### config.mk
export PLATFORM = sky130hd
export DESIGN_NAME = chop_demod_flat
export DESIGN_NICKNAME = d
export VERILOG_FILES = /design/src/rtl/chop_demod_if.sv /design/src/rtl/chop_demod.sv /design/src/flat_wrapper.sv
export SDC_FILE = /design/constraint.sdc
export NUM_CORES = 1
export LEC_CHECK = 0
export CORE_ASPECT_RATIO = 2
export CORE_UTILIZATION = 36
export DETAILED_ROUTE_END_ITERATION = 12
export PLACE_DENSITY = 0.66
export SETUP_SLACK_MARGIN = 0.5
export SYNTH_ARGS = -nofsm -noshare
export SYNTH_HDL_FRONTEND = slang
export SYNTH_SLANG_ARGS = --single-unit
### constraint.sdc
create_clock -name clk -period 15.3 [get_ports clk]
set_input_delay 3.06 -clock clk [delete_from_list [all_inputs] [get_ports clk]]
set_output_delay 3.06 -clock clk [all_outputs]
set_load 0.02 [all_outputs]
### src/rtl/chop_demod_if.sv
`default_nettype none
// +--------------------------------------------------------------------+
// | chop_demod_if : sample/config input bus and period-result outputs  |
// | Revision 1.0                                                        |
// +--------------------------------------------------------------------+
interface chop_demod_if #(
    parameter int DATA_W = 18,
    parameter int ACC_W  = 32,
    parameter int CNT_W  = 16
);
    logic              demod_en;
    logic              chop_default;
    logic [DATA_W-1:0] adc_data;
    logic              adc_valid;
    logic              chop_i;
    logic              hold_i;
    logic [ACC_W-1:0]  demod_data_o;
    logic [ACC_W-1:0]  offset_o;
    logic [CNT_W-1:0]  sample_cnt_o;
    logic              demod_valid_o;
    logic              overflow_o;

    modport master (
        output demod_en, chop_default, adc_data, adc_valid, chop_i, hold_i,
        input  demod_data_o, offset_o, sample_cnt_o, demod_valid_o, overflow_o
    );

    modport slave (
        input  demod_en, chop_default, adc_data, adc_valid, chop_i, hold_i,
        output demod_data_o, offset_o, sample_cnt_o, demod_valid_o, overflow_o
    );
endinterface
`default_nettype wire

### src/rtl/chop_demod.sv
`default_nettype none
// +--------------------------------------------------------------------+
// | chop_demod : per-period chopper demodulator with saturating sums   |
// | Revision 1.0                                                        |
// +--------------------------------------------------------------------+
module chop_demod #(
    parameter int DATA_W = 18,
    parameter int ACC_W  = 32,
    parameter int CNT_W  = 16
) (
    input  logic         clk,
    input  logic         reset,
    chop_demod_if.slave  bus
);
    localparam int SW = ACC_W + 2;
    localparam logic signed [SW-1:0] C_MAX = {3'b000, {(ACC_W-1){1'b1}}};
    localparam logic signed [SW-1:0] C_MIN = {3'b111, {(ACC_W-1){1'b0}}};

    typedef enum logic [1:0] {
        ST_IDLE  = 2'd0,
        ST_SYNC  = 2'd1,
        ST_ACCUM = 2'd2
    } state_t;

    state_t                    state_q;
    logic                      prev_vld_q, prev_phase_q;
    logic signed [ACC_W-1:0]   dacc_q, oacc_q, dacc_d, oacc_d;
    logic        [CNT_W-1:0]   cnt_q, cnt_d;
    logic                      ovf_q, ovf_d;
    logic signed [ACC_W-1:0]   demod_q, offset_q;
    logic        [CNT_W-1:0]   cnt_out_q;
    logic                      valid_q, ovf_out_q;

    logic                      boundary, take;
    logic signed [SW-1:0]      x_ext, term, sum_d, sum_o;
    logic signed [ACC_W-1:0]   base_d, base_o;
    logic        [CNT_W-1:0]   base_c;
    logic                      base_f;
    logic        [ACC_W:0]     sat_d, sat_o;

    // Returns {clamped, value}
    function automatic logic [ACC_W:0] sat(input logic signed [SW-1:0] v);
        if (v > C_MAX)      sat = {1'b1, C_MAX[ACC_W-1:0]};
        else if (v < C_MIN) sat = {1'b1, C_MIN[ACC_W-1:0]};
        else                sat = {1'b0, v[ACC_W-1:0]};
    endfunction

    always_comb begin
        boundary = bus.adc_valid && prev_vld_q && (prev_phase_q != bus.chop_default)
                   && (bus.chop_i == bus.chop_default);
        take     = bus.adc_valid && !bus.hold_i;
        x_ext    = {{(SW-DATA_W){bus.adc_data[DATA_W-1]}}, bus.adc_data};
        term     = (bus.chop_i == bus.chop_default) ? x_ext : -x_ext;
        // A boundary sample opens a fresh period, so it builds on zero.
        base_d   = boundary ? '0 : dacc_q;
        base_o   = boundary ? '0 : oacc_q;
        base_c   = boundary ? '0 : cnt_q;
        base_f   = boundary ? 1'b0 : ovf_q;
        sum_d    = {{2{base_d[ACC_W-1]}}, base_d} + term;
        sum_o    = {{2{base_o[ACC_W-1]}}, base_o} + x_ext;
        sat_d    = sat(sum_d);
        sat_o    = sat(sum_o);
        dacc_d   = base_d;
        oacc_d   = base_o;
        cnt_d    = base_c;
        ovf_d    = base_f;
        if (take) begin
            dacc_d = sat_d[ACC_W-1:0];
            oacc_d = sat_o[ACC_W-1:0];
            cnt_d  = (&base_c) ? base_c : base_c + CNT_W'(1);
            ovf_d  = base_f | sat_d[ACC_W] | sat_o[ACC_W] | (&base_c);
        end
    end

    always_ff @(posedge clk) begin
        if (reset) begin
            state_q      <= ST_IDLE;
            prev_vld_q   <= 1'b0;
            prev_phase_q <= 1'b0;
            dacc_q       <= '0;
            oacc_q       <= '0;
            cnt_q        <= '0;
            ovf_q        <= 1'b0;
            demod_q      <= '0;
            offset_q     <= '0;
            cnt_out_q    <= '0;
            ovf_out_q    <= 1'b0;
            valid_q      <= 1'b0;
        end else begin
            valid_q <= 1'b0;
            if (!bus.demod_en || state_q == ST_IDLE) begin
                state_q      <= bus.demod_en ? ST_SYNC : ST_IDLE;
                prev_vld_q   <= 1'b0;
                prev_phase_q <= 1'b0;
                dacc_q       <= '0;
                oacc_q       <= '0;
                cnt_q        <= '0;
                ovf_q        <= 1'b0;
            end else if (bus.adc_valid) begin
                prev_vld_q   <= 1'b1;
                prev_phase_q <= bus.chop_i;
                case (state_q)
                    ST_SYNC: begin
                        if (boundary) begin
                            state_q <= ST_ACCUM;
                            dacc_q  <= dacc_d;
                            oacc_q  <= oacc_d;
                            cnt_q   <= cnt_d;
                            ovf_q   <= ovf_d;
                        end
                    end
                    ST_ACCUM: begin
                        if (boundary) begin
                            demod_q   <= dacc_q;
                            offset_q  <= oacc_q;
                            cnt_out_q <= cnt_q;
                            ovf_out_q <= ovf_q;
                            valid_q   <= 1'b1;
                        end
                        dacc_q <= dacc_d;
                        oacc_q <= oacc_d;
                        cnt_q  <= cnt_d;
                        ovf_q  <= ovf_d;
                    end
                    default: state_q <= ST_IDLE;
                endcase
            end
        end
    end

    assign bus.demod_data_o  = demod_q;
    assign bus.offset_o      = offset_q;
    assign bus.sample_cnt_o  = cnt_out_q;
    assign bus.demod_valid_o = valid_q;
    assign bus.overflow_o    = ovf_out_q;
endmodule
`default_nettype wire

### src/flat_wrapper.sv
// flat-port wrapper written by rule: the top's interface ports become plain ports
module chop_demod_flat 
#(
    parameter int DATA_W = 18,
    parameter int ACC_W  = 32,
    parameter int CNT_W  = 16
)
  (clk, reset, bus_demod_en, bus_chop_default, bus_adc_data, bus_adc_valid, bus_chop_i, bus_hold_i, bus_demod_data_o, bus_offset_o, bus_sample_cnt_o, bus_demod_valid_o, bus_overflow_o);
  chop_demod_if #(.DATA_W(DATA_W), .ACC_W(ACC_W), .CNT_W(CNT_W)) bus_i ();
  input  logic clk;
  input  logic reset;
  input wire logic [$bits(bus_i.demod_en)-1:0] bus_demod_en;
  input wire logic [$bits(bus_i.chop_default)-1:0] bus_chop_default;
  input wire logic [$bits(bus_i.adc_data)-1:0] bus_adc_data;
  input wire logic [$bits(bus_i.adc_valid)-1:0] bus_adc_valid;
  input wire logic [$bits(bus_i.chop_i)-1:0] bus_chop_i;
  input wire logic [$bits(bus_i.hold_i)-1:0] bus_hold_i;
  output wire logic [$bits(bus_i.demod_data_o)-1:0] bus_demod_data_o;
  output wire logic [$bits(bus_i.offset_o)-1:0] bus_offset_o;
  output wire logic [$bits(bus_i.sample_cnt_o)-1:0] bus_sample_cnt_o;
  output wire logic [$bits(bus_i.demod_valid_o)-1:0] bus_demod_valid_o;
  output wire logic [$bits(bus_i.overflow_o)-1:0] bus_overflow_o;
  assign bus_i.demod_en = bus_demod_en;
  assign bus_i.chop_default = bus_chop_default;
  assign bus_i.adc_data = bus_adc_data;
  assign bus_i.adc_valid = bus_adc_valid;
  assign bus_i.chop_i = bus_chop_i;
  assign bus_i.hold_i = bus_hold_i;
  assign bus_demod_data_o = bus_i.demod_data_o;
  assign bus_offset_o = bus_i.offset_o;
  assign bus_sample_cnt_o = bus_i.sample_cnt_o;
  assign bus_demod_valid_o = bus_i.demod_valid_o;
  assign bus_overflow_o = bus_i.overflow_o;
  chop_demod #(.DATA_W(DATA_W), .ACC_W(ACC_W), .CNT_W(CNT_W)) u_core (.clk(clk), .reset(reset), .bus(bus_i));
endmodule
==> out/summary.log <==
qor: outcome.status complete, no violations
qor: sta.fin_setup_tns 0 ns
qor: sta.max_freq 124 MHz
qor: die.die_h 254 um
qor: critical_path.arrival 8.45 ns
qor: clocking.cts.root.buffer_cell clkbuf_16
qor: placement.post_dp_cell_area 0.0127 mm^2
qor: placement.preCtsSetupSlack 6.81 ns
qor: global_route.global_route.usage.total 0.244
qor: die.die_width 128 um
qor: yosys.synthXorXnorAreaFrac 0.0712
qor: min_path.hold_class register to register
qor: critical_path.worstPathMaxFanout 77
qor: global_route.grt_antenna_before_repair 0
qor: yosys.synth.mux.area_fraction 0.00900
qor: sta.grt_setup_unrepaired no
qor: yosys.post_synth_main_area_contributors dfxtp_1, nand2_1, a21oi_1, ha_1, and2_1
qor: placement.dpl.hpwl 29.2 mm
qor: route.avgRoutedWirePerCell 19.5 um
qor: clocking.ctsHtreeMaxLevel 4
qor: route.antenna_left 0
qor: power.totalPowerFinal 1.03 mW
qor: critical_path.critical_path.reg2reg.endpoint u_core.oacc_q[20]$_SDFFE_PP0P_
qor: yosys.avgSynthCellArea 7.54 um^2
qor: critical_path.worst_setup_path_end_kind register
qor: die.initial_core_util 0.368
qor: run.cap_viol_max_count 0
qor: die.core_region_area 0.0310 mm^2
qor: critical_path.critPathLaunchType primary input
qor: placement.dp_cell_count 1956
qor: yosys.syn_inst 1513
qor: yosys.number_of_warnings_printed_during_yosys_synthesis 0
qor: clocking.cts.repair_timing.setup_buffer_count 0
qor: route.route.detailed.drc 0
qor: yosys.ys_async_sr_fraction 0
qor: sta.worst_slew_pin_slew 1.30 ns
qor: clocking.cells_resized_by_post_cts_repair 0
qor: power.power-per-cell-area 77.5 mW/mm^2
qor: finish.drive_gt1_frac 0.0554
qor: route.detail_route.first_pass.iterations 5
qor: sta.hold_viol_final 0
qor: sta.maxSlewViolCount 0
qor: critical_path.crit-reg2reg-launch u_core.prev_phase_q$_SDFFE_PP0P_
qor: sta.post-route-worst-setup-slack 7.21 ns
qor: finish.fin_cells 1988
qor: critical_path.reg2regPathDepth 17
qor: critical_path.timing.critical_path.required 15.66 ns
qor: yosys.yosysMostFrequentCell nand2_1
qor: global_route.grt_start_max_net_pins 83
qor: die.die_area 0.0324 mm^2
qor: die.num_io_pins 107
qor: yosys.synth_edf_count 0
qor: finish.stdcell_area 0.0133 mm^2
qor: clocking.clock_path_buffers 2
qor: yosys.synth-seq-cells 167
qor: die.row_count 91
qor: sta.fin_worst_hold_slack 0.455 ns
qor: yosys.synth_sequential_area_ratio 0.293
qor: yosys.mapped_cell_area 0.0114 mm^2
qor: finish.layout.nets 1651
qor: power.ir_drop 0.0000853 V
qor: yosys.synth-compound-area-share 0.273
qor: clocking.insertion_delay 0.46 ns
qor: yosys.syn_nets 1607
qor: critical_path.endpoint_of_the_worst_setup_timing_path u_core.oacc_q[20]$_SDFFE_PP0P_
qor: clocking.clkTransAtPathRegs 0.07 ns
qor: clocking.numCtsBuffers 17
qor: yosys.yosys.area.top_type_share 0.293
qor: finish.finish.utilization 0.430
qor: yosys.synth-adder-area-share 0.0770
qor: route.via_per_inst 5.69
qor: route.vias 11305
qor: sta.post-route-min-period 8.09 ns
qor: route.drt_iter0_drc 716
qor: yosys.commonest_cells_post_synth nand2_1, a21oi_1, dfxtp_1, nor2_1
qor: global_route.grt_remaining_overflow 0
qor: sta.min_period_over_period 0.529
qor: placement.gp_congestion 0.972
qor: route.finalWirelength 38.8 mm
qor: clocking.clock-sinks 167
qor: clocking.cts_tree built
qor: yosys.yosys_most_used_dff dfxtp_1
qor: yosys.combinational_family_with_the_most_area_after_synthesis compound AO/OA/AOI/OAI gates
qor: sta.clock_skew 0.0144 ns
qor: critical_path.r2r_setup_slack 10.03 ns
qor: sta.slew_limit_headroom 0.134
qor: global_route.first_global_vias 11203
qor: critical_path.cp-startpoint bus_chop_i
qor: clocking.cts_hold_buf 0
qor: yosys.yosysUniqueCellTypes 79
qor: finish.synth_to_final_area_change 16.7%
qor: critical_path.worst-setup-path-type primary input to register
qor: sta.setup_viol 0
qor: power.leakage 5.41 nW
qor: yosys.synth_simple_gate_area_share 0.236
qor: yosys.synth_area_leader_cell dfxtp_1
qor: global_route.grt_pass1_wl 60.5 mm
qor: placement.port_buffers 106
==> final cells by class <==
| class | instances | area, um^2 |
|---|---|---|
| inverters | 19 | 71.3 |
| diodes | 1 | 2.50 |
| repair buffers | 117 | 1140 |
| multi-input cells | 1235 | 7630 |
| well taps | 418 | 523 |
| fillers | 3169 | 17700 |
| flip-flops and latches | 167 | 3340 |
| clock buffers | 19 | 443 |
| clock inverters | 12 | 161 |
==> critical path, stage by stage <==
cell	delay [ns]
clkdlybuf4s50_1	0.52
and3b_1	0.24
o211ai_1	0.18
buf_4	0.64
and2_1	0.22
ha_1	0.20
inv_1	0.07
fa_1	0.41
nor2b_1	0.16
o21ai_1	0.09
a21oi_1	0.40
o41ai_2	0.18
o211a_1	0.33
a211oi_1	0.31
a211o_1	0.83
or2_1	0.32
a21oi_1	0.07
o22ai_1	0.17
==> cell families (layout without fill, tap and decap cells) <==
kind of cell	Yosys count	in the layout
buffers and inverters	111	167
AND/OR/NAND/NOR	573	573
adder cells (fa/ha/maj)	69	69
other	0	1
XOR/XNOR	88	88
flip-flops	167	167
AO/OA/AOI/OAI	496	496
multiplexers	9	9
==> layout by cell type (no fill, tap or decap), types with 21 or more instances in the layout <==
cell             netlist  layout
xor2_1                46      46
a21o_1                58      58
xnor2_1               38      38
a22oi_1               21      21
and2_1                73      73
nand3_1               35      34
nand2_1              294     294
nor2_1                74      73
ha_1                  67      67
a21oi_1              219     219
clkdlybuf4s50_1        0     105
dfxtp_1              167     167
o21ai_0               53      53
==> layer usage <==
layer | part of all wire | global-route usage | vias up
met5 | 0 | 0 | -
met4 | 0.074 | 0.181 | 0
met3 | 0.028 | 0.0326 | 132
met2 | 0.54 | 0.465 | 306
met1 | 0.35 | 0.235 | 5426
li1 | - | - | 5441
==> report_power, final <==
group,switching (mW),internal [mW]
sequential,0.000290,0.435
clock,0.203,0.250
combinational,0.0956,0.0484
==> registers in the layout, indices dropped and copies added (netlist names), 2 cells and up <==
signal	cells
u_core.bus.offset_o	32
u_core.state_q	2
u_core.cnt_q	16
u_core.dacc_q	32
u_core.bus.demod_data_o	32
u_core.oacc_q	32
u_core.bus.sample_cnt_o	16
==> how the worst min path moves through the flow <==
stage	from	end	slack (ns)	depth (start not counted)
6_report	u_core.bus.sample_cnt_o[7]$_SDFFE_PP0P_	u_core.bus.sample_cnt_o[7]$_SDFFE_PP0P_	0.46	2
2_1_floorplan	u_core.dacc_q[29]$_SDFFE_PP0P_	u_core.dacc_q[29]$_SDFFE_PP0P_	0.44	2
3_5_place_dp	u_core.bus.sample_cnt_o[7]$_SDFFE_PP0P_	u_core.bus.sample_cnt_o[7]$_SDFFE_PP0P_	0.45	2
4_1_cts	u_core.bus.sample_cnt_o[7]$_SDFFE_PP0P_	u_core.bus.sample_cnt_o[7]$_SDFFE_PP0P_	0.46	2
5_1_grt	u_core.bus.demod_data_o[11]$_SDFFE_PP0P_	u_core.bus.demod_data_o[11]$_SDFFE_PP0P_	0.47	2
3_3_place_gp	u_core.bus.offset_o[20]$_SDFFE_PP0P_	u_core.bus.offset_o[20]$_SDFFE_PP0P_	0.44	2
Note: power is estimated with default switching activity, not from simulation.
